==> config.mk <==
export PLATFORM = sky130hd
export DESIGN_NAME = lsu_master_flat
export DESIGN_NICKNAME = d
export VERILOG_FILES = /design/src/rtl/lsu_pkg.sv /design/src/rtl/lsu_master_if.sv /design/src/rtl/lsu_align.sv /design/src/rtl/lsu_master.sv /design/src/flat_wrapper.sv
export SDC_FILE = /design/constraint.sdc
export NUM_CORES = 1
export LEC_CHECK = 0
export ABC_AREA = 1
export CAP_MARGIN = 10
export CORE_ASPECT_RATIO = 1.2
export CORE_MARGIN = 2
export CORE_UTILIZATION = 45
export CTS_CLUSTER_DIAMETER = 40
export DETAILED_ROUTE_END_ITERATION = 8
export PLACE_DENSITY_LB_ADDON = 0.15
export SLEW_MARGIN = 30
export SYNTH_ARGS = -nofsm -noshare
export SYNTH_HDL_FRONTEND = slang
export SYNTH_SLANG_ARGS = --single-unit
export TNS_END_PERCENT = 10
==> constraint.sdc <==
create_clock -name clk -period 4.1 [get_ports clk]
set_clock_uncertainty 0.05 [all_clocks]
set_input_delay 0.615 -clock clk [delete_from_list [all_inputs] [get_ports clk]]
set_output_delay 0.615 -clock clk [all_outputs]
set_load 0.01 [all_outputs]
==> src/rtl/lsu_pkg.sv <==
// Shared types and helpers for the load/store initiator: FSM states,
// RV32 funct3 width codes and legality rules.
package lsu_pkg;

   typedef enum logic [1:0] {IDLE, ACC0, ACC1, RESP} lsu_state_e;

   localparam logic [2:0] F3_B  = 3'b000;
   localparam logic [2:0] F3_H  = 3'b001;
   localparam logic [2:0] F3_W  = 3'b010;
   localparam logic [2:0] F3_BU = 3'b100;
   localparam logic [2:0] F3_HU = 3'b101;

   function automatic logic [2:0] size_of(input logic [2:0] f3);
      case (f3[1:0])
         2'b00:   size_of = 3'd1;
         2'b01:   size_of = 3'd2;
         default: size_of = 3'd4;
      endcase
   endfunction

   function automatic logic legal(input logic is_store, input logic [2:0] f3);
      if (is_store) legal = (f3 inside {F3_B, F3_H, F3_W});
      else          legal = (f3 inside {F3_B, F3_H, F3_W, F3_BU, F3_HU});
   endfunction

endpackage

==> src/rtl/lsu_master_if.sv <==
// Word-aligned data bus between the load/store initiator and its responders.
interface lsu_master_if #(
   parameter int ADDR_W = 32
) ();
   logic              bus_req;
   logic              bus_we;
   logic [ADDR_W-1:0] bus_addr;
   logic [31:0]       bus_wdata;
   logic [3:0]        bus_be;
   logic              bus_ready;
   logic [31:0]       bus_rdata;

   modport master (
      output bus_req, bus_we, bus_addr, bus_wdata, bus_be,
      input  bus_ready, bus_rdata
   );

   modport slave (
      input  bus_req, bus_we, bus_addr, bus_wdata, bus_be,
      output bus_ready, bus_rdata
   );
endinterface

==> src/rtl/lsu_align.sv <==
// Combinational lane steering: store image/byte mask over a two-word window,
// and load extract/extend from the {hi, lo} read pair.
import lsu_pkg::*;

module lsu_align (
   input  logic [2:0]  i_funct3,
   input  logic [1:0]  i_off,
   input  logic [31:0] i_wdata,
   input  logic [31:0] i_lo,
   input  logic [31:0] i_hi,
   output logic [63:0] o_image,
   output logic [7:0]  o_mask,
   output logic        o_split,
   output logic [31:0] o_load
);
   logic [2:0]  w_size;
   logic [7:0]  w_lanes;
   logic [4:0]  w_shamt;
   logic [31:0] w_word;

   assign w_size  = size_of(i_funct3);
   assign w_lanes = (8'd1 << w_size) - 8'd1;
   assign w_shamt = {i_off, 3'b000};

   assign o_image = {32'd0, i_wdata} << w_shamt;
   assign o_mask  = w_lanes << i_off;
   assign o_split = ({2'b00, i_off} + {1'b0, w_size}) > 4'd4;

   assign w_word  = 32'({i_hi, i_lo} >> w_shamt);

   always_comb begin
      o_load = w_word;
      case (i_funct3)
         F3_B:    o_load = {{24{w_word[7]}}, w_word[7:0]};
         F3_H:    o_load = {{16{w_word[15]}}, w_word[15:0]};
         F3_BU:   o_load = {24'd0, w_word[7:0]};
         F3_HU:   o_load = {16'd0, w_word[15:0]};
         default: o_load = w_word;
      endcase
   end
endmodule

==> src/rtl/lsu_master.sv <==
// RV32 load/store initiator: one command at a time, split into two word
// transactions when it crosses a word boundary, with per-transaction timeout.
import lsu_pkg::*;

module lsu_master #(
   parameter int TIMEOUT = 16,
   parameter int ADDR_W  = 32
) (
   input  logic              clk,
   input  logic              reset,
   input  logic              start,
   input  logic              is_store,
   input  logic [2:0]        funct3,
   input  logic [ADDR_W-1:0] addr,
   input  logic [31:0]       wdata,
   output logic              busy,
   output logic              done,
   output logic              err,
   output logic [31:0]       rdata,
   lsu_master_if.master      bus
);
   localparam int CNT_W = $clog2(TIMEOUT);

   lsu_state_e        r_state, w_state_next;
   logic              r_is_store;
   logic [2:0]        r_funct3;
   logic [ADDR_W-1:0] r_addr;
   logic [31:0]       r_wdata, r_lo, r_rdata;
   logic              r_err;
   logic [CNT_W-1:0]  r_cnt;

   logic [63:0]       w_image;
   logic [7:0]        w_mask;
   logic              w_split, w_timeout, w_last;
   logic [31:0]       w_load, w_lo, w_hi;
   logic [ADDR_W-1:0] w_word_addr;
   logic              w_req, w_we;
   logic [ADDR_W-1:0] w_addr;
   logic [31:0]       w_wdata;
   logic [3:0]        w_be;

   assign w_word_addr = {r_addr[ADDR_W-1:2], 2'b00};

   // The final read word goes straight into the extractor so rdata registers on RESP entry.
   assign w_lo = (r_state == ACC1) ? r_lo : bus.bus_rdata;
   assign w_hi = (r_state == ACC1) ? bus.bus_rdata : '0;

   lsu_align u_align (
      .i_funct3 (r_funct3),
      .i_off    (r_addr[1:0]),
      .i_wdata  (r_wdata),
      .i_lo     (w_lo),
      .i_hi     (w_hi),
      .o_image  (w_image),
      .o_mask   (w_mask),
      .o_split  (w_split),
      .o_load   (w_load)
   );

   always_comb begin
      w_state_next = r_state;
      w_req        = 1'b0;
      w_we         = 1'b0;
      w_addr       = '0;
      w_wdata      = '0;
      w_be         = '0;
      w_timeout    = 1'b0;
      w_last       = 1'b0;
      unique case (r_state)
         IDLE: if (start) w_state_next = legal(is_store, funct3) ? ACC0 : RESP;
         ACC0: begin
            w_req   = 1'b1;
            w_we    = r_is_store;
            w_addr  = w_word_addr;
            w_be    = w_mask[3:0];
            w_wdata = w_image[31:0];
            if (bus.bus_ready) begin
               w_state_next = w_split ? ACC1 : RESP;
               w_last       = !w_split;
            end else if (r_cnt == CNT_W'(TIMEOUT - 1)) begin
               w_state_next = RESP;
               w_timeout    = 1'b1;
            end
         end
         ACC1: begin
            w_req   = 1'b1;
            w_we    = r_is_store;
            w_addr  = w_word_addr + ADDR_W'(4);
            w_be    = w_mask[7:4];
            w_wdata = w_image[63:32];
            if (bus.bus_ready) begin
               w_state_next = RESP;
               w_last       = 1'b1;
            end else if (r_cnt == CNT_W'(TIMEOUT - 1)) begin
               w_state_next = RESP;
               w_timeout    = 1'b1;
            end
         end
         RESP:    w_state_next = IDLE;
         default: w_state_next = IDLE;
      endcase
   end

   always_ff @(posedge clk or posedge reset) begin
      if (reset) begin
         r_state    <= IDLE;
         r_is_store <= 1'b0;
         r_funct3   <= '0;
         r_addr     <= '0;
         r_wdata    <= '0;
         r_lo       <= '0;
         r_rdata    <= '0;
         r_err      <= 1'b0;
         r_cnt      <= '0;
      end else begin
         r_state <= w_state_next;
         if (w_state_next != r_state || !(r_state inside {ACC0, ACC1}))
            r_cnt <= '0;
         else
            r_cnt <= r_cnt + CNT_W'(1);
         if (r_state == IDLE && start) begin
            r_is_store <= is_store;
            r_funct3   <= funct3;
            r_addr     <= addr;
            r_wdata    <= wdata;
            r_err      <= !legal(is_store, funct3);
         end
         if (r_state == ACC0 && bus.bus_ready) r_lo <= bus.bus_rdata;
         if (w_timeout) begin
            r_err   <= 1'b1;
            r_rdata <= '0;
         end else if (w_last && !r_is_store) begin
            r_rdata <= w_load;
         end
      end
   end

   assign busy  = (r_state != IDLE);
   assign done  = (r_state == RESP);
   assign err   = done & r_err;
   assign rdata = r_rdata;

   assign bus.bus_req   = w_req;
   assign bus.bus_we    = w_we;
   assign bus.bus_addr  = w_addr;
   assign bus.bus_wdata = w_wdata;
   assign bus.bus_be    = w_be;
endmodule

==> src/flat_wrapper.sv <==
// flat-port wrapper written by rule: the top's interface ports become plain ports
module lsu_master_flat 
#(
   parameter int TIMEOUT = 16,
   parameter int ADDR_W  = 32
)
  (clk, reset, start, is_store, funct3, addr, wdata, busy, done, err, rdata, bus_bus_req, bus_bus_we, bus_bus_addr, bus_bus_wdata, bus_bus_be, bus_bus_ready, bus_bus_rdata);
  lsu_master_if #(.ADDR_W(ADDR_W)) bus_i ();
  input  logic clk;
  input  logic reset;
  input  logic start;
  input  logic is_store;
  input  logic [2:0] funct3;
  input  logic [ADDR_W-1:0] addr;
  input  logic [31:0] wdata;
  output logic busy;
  output logic done;
  output logic err;
  output logic [31:0] rdata;
  output wire logic [$bits(bus_i.bus_req)-1:0] bus_bus_req;
  output wire logic [$bits(bus_i.bus_we)-1:0] bus_bus_we;
  output wire logic [$bits(bus_i.bus_addr)-1:0] bus_bus_addr;
  output wire logic [$bits(bus_i.bus_wdata)-1:0] bus_bus_wdata;
  output wire logic [$bits(bus_i.bus_be)-1:0] bus_bus_be;
  input wire logic [$bits(bus_i.bus_ready)-1:0] bus_bus_ready;
  input wire logic [$bits(bus_i.bus_rdata)-1:0] bus_bus_rdata;
  assign bus_bus_req = bus_i.bus_req;
  assign bus_bus_we = bus_i.bus_we;
  assign bus_bus_addr = bus_i.bus_addr;
  assign bus_bus_wdata = bus_i.bus_wdata;
  assign bus_bus_be = bus_i.bus_be;
  assign bus_i.bus_ready = bus_bus_ready;
  assign bus_i.bus_rdata = bus_bus_rdata;
  lsu_master #(.TIMEOUT(TIMEOUT), .ADDR_W(ADDR_W)) u_core (.clk(clk), .reset(reset), .start(start), .is_store(is_store), .funct3(funct3), .addr(addr), .wdata(wdata), .busy(busy), .done(done), .err(err), .rdata(rdata), .bus(bus_i));
endmodule
==> results.sh <==
export IMPL_status="completed"
export IMPL_vias_per_cell=5.51
export IMPL_hold_viol_final=0
export IMPL_post_synth_cell_area_avg_um2=6.82
export IMPL_cp_max_fo=21
export IMPL_whs_ns=0.423
export IMPL_row_count=57
export IMPL_antenna_found_initial=0
export IMPL_dr_pass1_iters=5
export IMPL_path_cells="inv_1 -> ha_1 -> nand2_1 -> buf_4 -> inv_1 -> o21ai_0 -> a31oi_1 -> clkdlybuf4s50_1"
export IMPL_maxCapViolations=0
export IMPL_fillers=1998
export IMPL_ctsRootBufferMaster="clkbuf_16"
export IMPL_yosys_warnings=0
export IMPL_synthTopCellsByArea="dfrtp_1, nand2_1, o21ai_0, a21oi_1, inv_1"
export IMPL_period_share=0.919
export IMPL_setup_tns_ns=0
export IMPL_clkSlewWorstSetupHoldPaths_ns=0.06
export IMPL_vias=9941
export IMPL_tritoncts="done"
export IMPL_grt_pass1_vias=9515
export IMPL_cts_max_path_buffers=2
export IMPL_reg2reg_to="u_core.rdata[29]"
export IMPL_timing_final_ws_setup_ns=0.331
export IMPL_slew_violations=0
export IMPL_num_io_pins=209
export IMPL_rr_startpoint="u_core.r_addr[1]"
export IMPL_power_share_clock=0.164
export IMPL_internal_power_mw=5.30
export IMPL_grt_pass1_wl_um=49400
export IMPL_finalNonFillerCells=1804
export IMPL_cpMostUsedCell="inv_1"
export IMPL_final_nets=1642
export IMPL_avgRoutedWirePerCell_um=17.3
export IMPL_cpMaxStageDelayCell="clkdlybuf4s50_1"
export IMPL_async_flop_share=1.00
export IMPL_synthFlopType="dfrtp_1"
export IMPL_die_w_um=135
export IMPL_layout_common_cells="nand2_1, clkdlybuf4s50_1, dfrtp_1"
export IMPL_initialDrtViolationCount=705
export IMPL_p_seq_frac=0.251
export IMPL_io_buffers=206
export IMPL_power_switching_mw=4.91
export IMPL_cts_setup_buffers=0
export IMPL_arrival_ns=3.10
export IMPL_critical_path_class="flop to output pin"
export IMPL_syn_to_final_growth_pct=29.8
export IMPL_combinationalPowerShare=0.585
export IMPL_final_layout_size_suffix_gt1_frac=0.0656
export IMPL_cts_buffers_inserted=17
export IMPL_setup_viol=0
export IMPL_required_ns=3.43
export IMPL_post_place_ws_ns=0.793
export IMPL_fmax_mhz=265
export IMPL_die_area_um2=21800
export IMPL_switching_share=0.481
export IMPL_reg2reg_depth=12
export IMPL_syn_inst=1364
export IMPL_layout_commonest_cell="nand2_1"
export IMPL_wl_um=31200
export IMPL_grt_max_degree=91
export IMPL_synth_seq_area_share=0.374
export IMPL_gp_congestion=0.929
export IMPL_antenna_cells=0
export IMPL_ys_ff_latch=139
export IMPL_worstMarginPinSlew_ns=0.768
export IMPL_drc=0
export IMPL_cts_max_level=4
export IMPL_postCtsHoldBufs=0
export IMPL_synth_top_area_frac=0.374
export IMPL_place_hpwl_um=22500
export IMPL_synth_cell_types=40
export IMPL_clock_latency_ns=0.43
export IMPL_r2r_slack_ns=1.11
export IMPL_netlist_area_um2=9310
export IMPL_ir_drop_uv=467
export IMPL_dp_cells=1772
export IMPL_rsz0062_at_grt="no"
export IMPL_leakage_nw=5.57
export IMPL_post_cts_resized=0
export IMPL_critPathLaunchType="flop"
export IMPL_fin_crit_ns=3.77
export IMPL_cpPeakStageDelay_ns=0.57
export IMPL_core_um2=20300
export IMPL_start_util=0.459
export IMPL_grt_total_usage=0.289
export IMPL_critPathCaptureType="output pin"
export IMPL_min_path_type="primary input to asynchronous set/reset pin"
export IMPL_cts_sinks=139
export IMPL_synth_edff_count=0
export IMPL_power_mw=10.2
export IMPL_synth_area_leader_cell="dfrtp_1"
export IMPL_slew_headroom=0.487
export IMPL_cellPowerDensity_nw_per_um2=845
export IMPL_overflow=0
export IMPL_ant_nets=0
export IMPL_fp_dieH_um=162
-- critical path, delay by kind of cell (launching register included) --
family / cells / cell delay, ns
adders and majority gates: 1 / 0.32
buffers and inverters: 4 / 1.46
AOI/OAI and AO/OA: 2 / 0.42
and+or+nand+nor: 1 / 0.05
DFF: 1 / 0.42
-- logic make-up after synthesis --
logic type	synth area share
fa+ha+maj	0.0169
other cells	0.000403
buf+inv	0.0965
mux	0.0315
compound gates	0.184
flops	0.374
simple gates	0.293
xor+xnor	0.00377
-- metrics by stage --
step                area, µm²  utilization
global placement        11400        0.565
finish                  12100        0.596
CTS                     12100        0.596
global route            12100        0.596
detailed placement      11500        0.565
floorplan                9310            -
-- routing by layer --
metal / wire, µm / up-vias / global-route usage
li1: - / 4798 / -
met1: 12300 / 4632 / 0.365
met2: 15300 / 426 / 0.478
met3: 2010 / 85 / 0.0446
met4: 1490 / 0 / 0.152
met5: 0 / - / 0
-- power by group through the flow --
| stage | registers (mW) | logic, mW | clock network [mW] |
|---|---|---|---|
| global placement | 2.55 | 5.90 | 0 |
| global route | 2.65 | 6.59 | 1.76 |
| floorplan | 2.42 | 3.81 | 0 |
| detailed placement | 2.57 | 5.93 | 0 |
| finish | 2.56 | 5.97 | 1.67 |
| CTS | 2.55 | 5.96 | 1.69 |
-- worst max-delay path by stage --
stage | from | end | cells past startpoint
finish | u_core.r_state[0] | bus_bus_wdata[27] | 8
CTS | u_core.r_state[0] | bus_bus_wdata[27] | 8
global route | u_core.r_state[0] | bus_bus_wdata[28] | 8
global placement | u_core.r_state[1] | bus_bus_wdata[27] | 8
floorplan | u_core.r_state[0] | bus_bus_wdata[28] | 8
detailed placement | u_core.r_state[0] | bus_bus_wdata[27] | 8
-- cell type report --
cell class,count,area (µm²),area share
clock buffers,17,425,0.0352
clock inverters,15,203,0.0168
repair buffers,221,2200,0.182
flip-flops and latches,139,3480,0.288
inverters,128,487,0.0403
well taps,265,332,0.0274
multi-input cells,1019,4950,0.410
-- sequential cells by signal, summed over array words and instances (netlist names) --
register	cells
u_core.rdata	32
u_core.r_addr	32
u_core.r_cnt	4
u_core.r_err	1
u_core.r_state	2
u_core.r_is_store	1
u_core.r_lo	32
u_core.r_wdata	32
u_core.r_funct3	3
-- synthesized netlist by cell type, types with 2 or more instances --
| library cell | n |
|---|---|
| nand2_1 | 450 |
| dfrtp_1 | 139 |
| o21ai_0 | 134 |
| inv_1 | 117 |
| a21oi_1 | 97 |
| nor2_1 | 95 |
| nand3_1 | 77 |
| clkbuf_1 | 34 |
| o211ai_1 | 33 |
| buf_2 | 26 |
| mux2_2 | 26 |
| a31oi_1 | 21 |
| nor3_1 | 16 |
| nand4_1 | 13 |
| ha_1 | 11 |
| buf_4 | 9 |
| inv_2 | 9 |
| a22oi_1 | 8 |
| buf_6 | 7 |
| o22ai_1 | 7 |
| o21ai_1 | 6 |
| nor2_2 | 4 |
| buf_1 | 3 |
| xor2_1 | 3 |
| a221oi_1 | 2 |
| nand3_4 | 2 |
| nor2_4 | 2 |
Power figures use the tool's default switching activity.
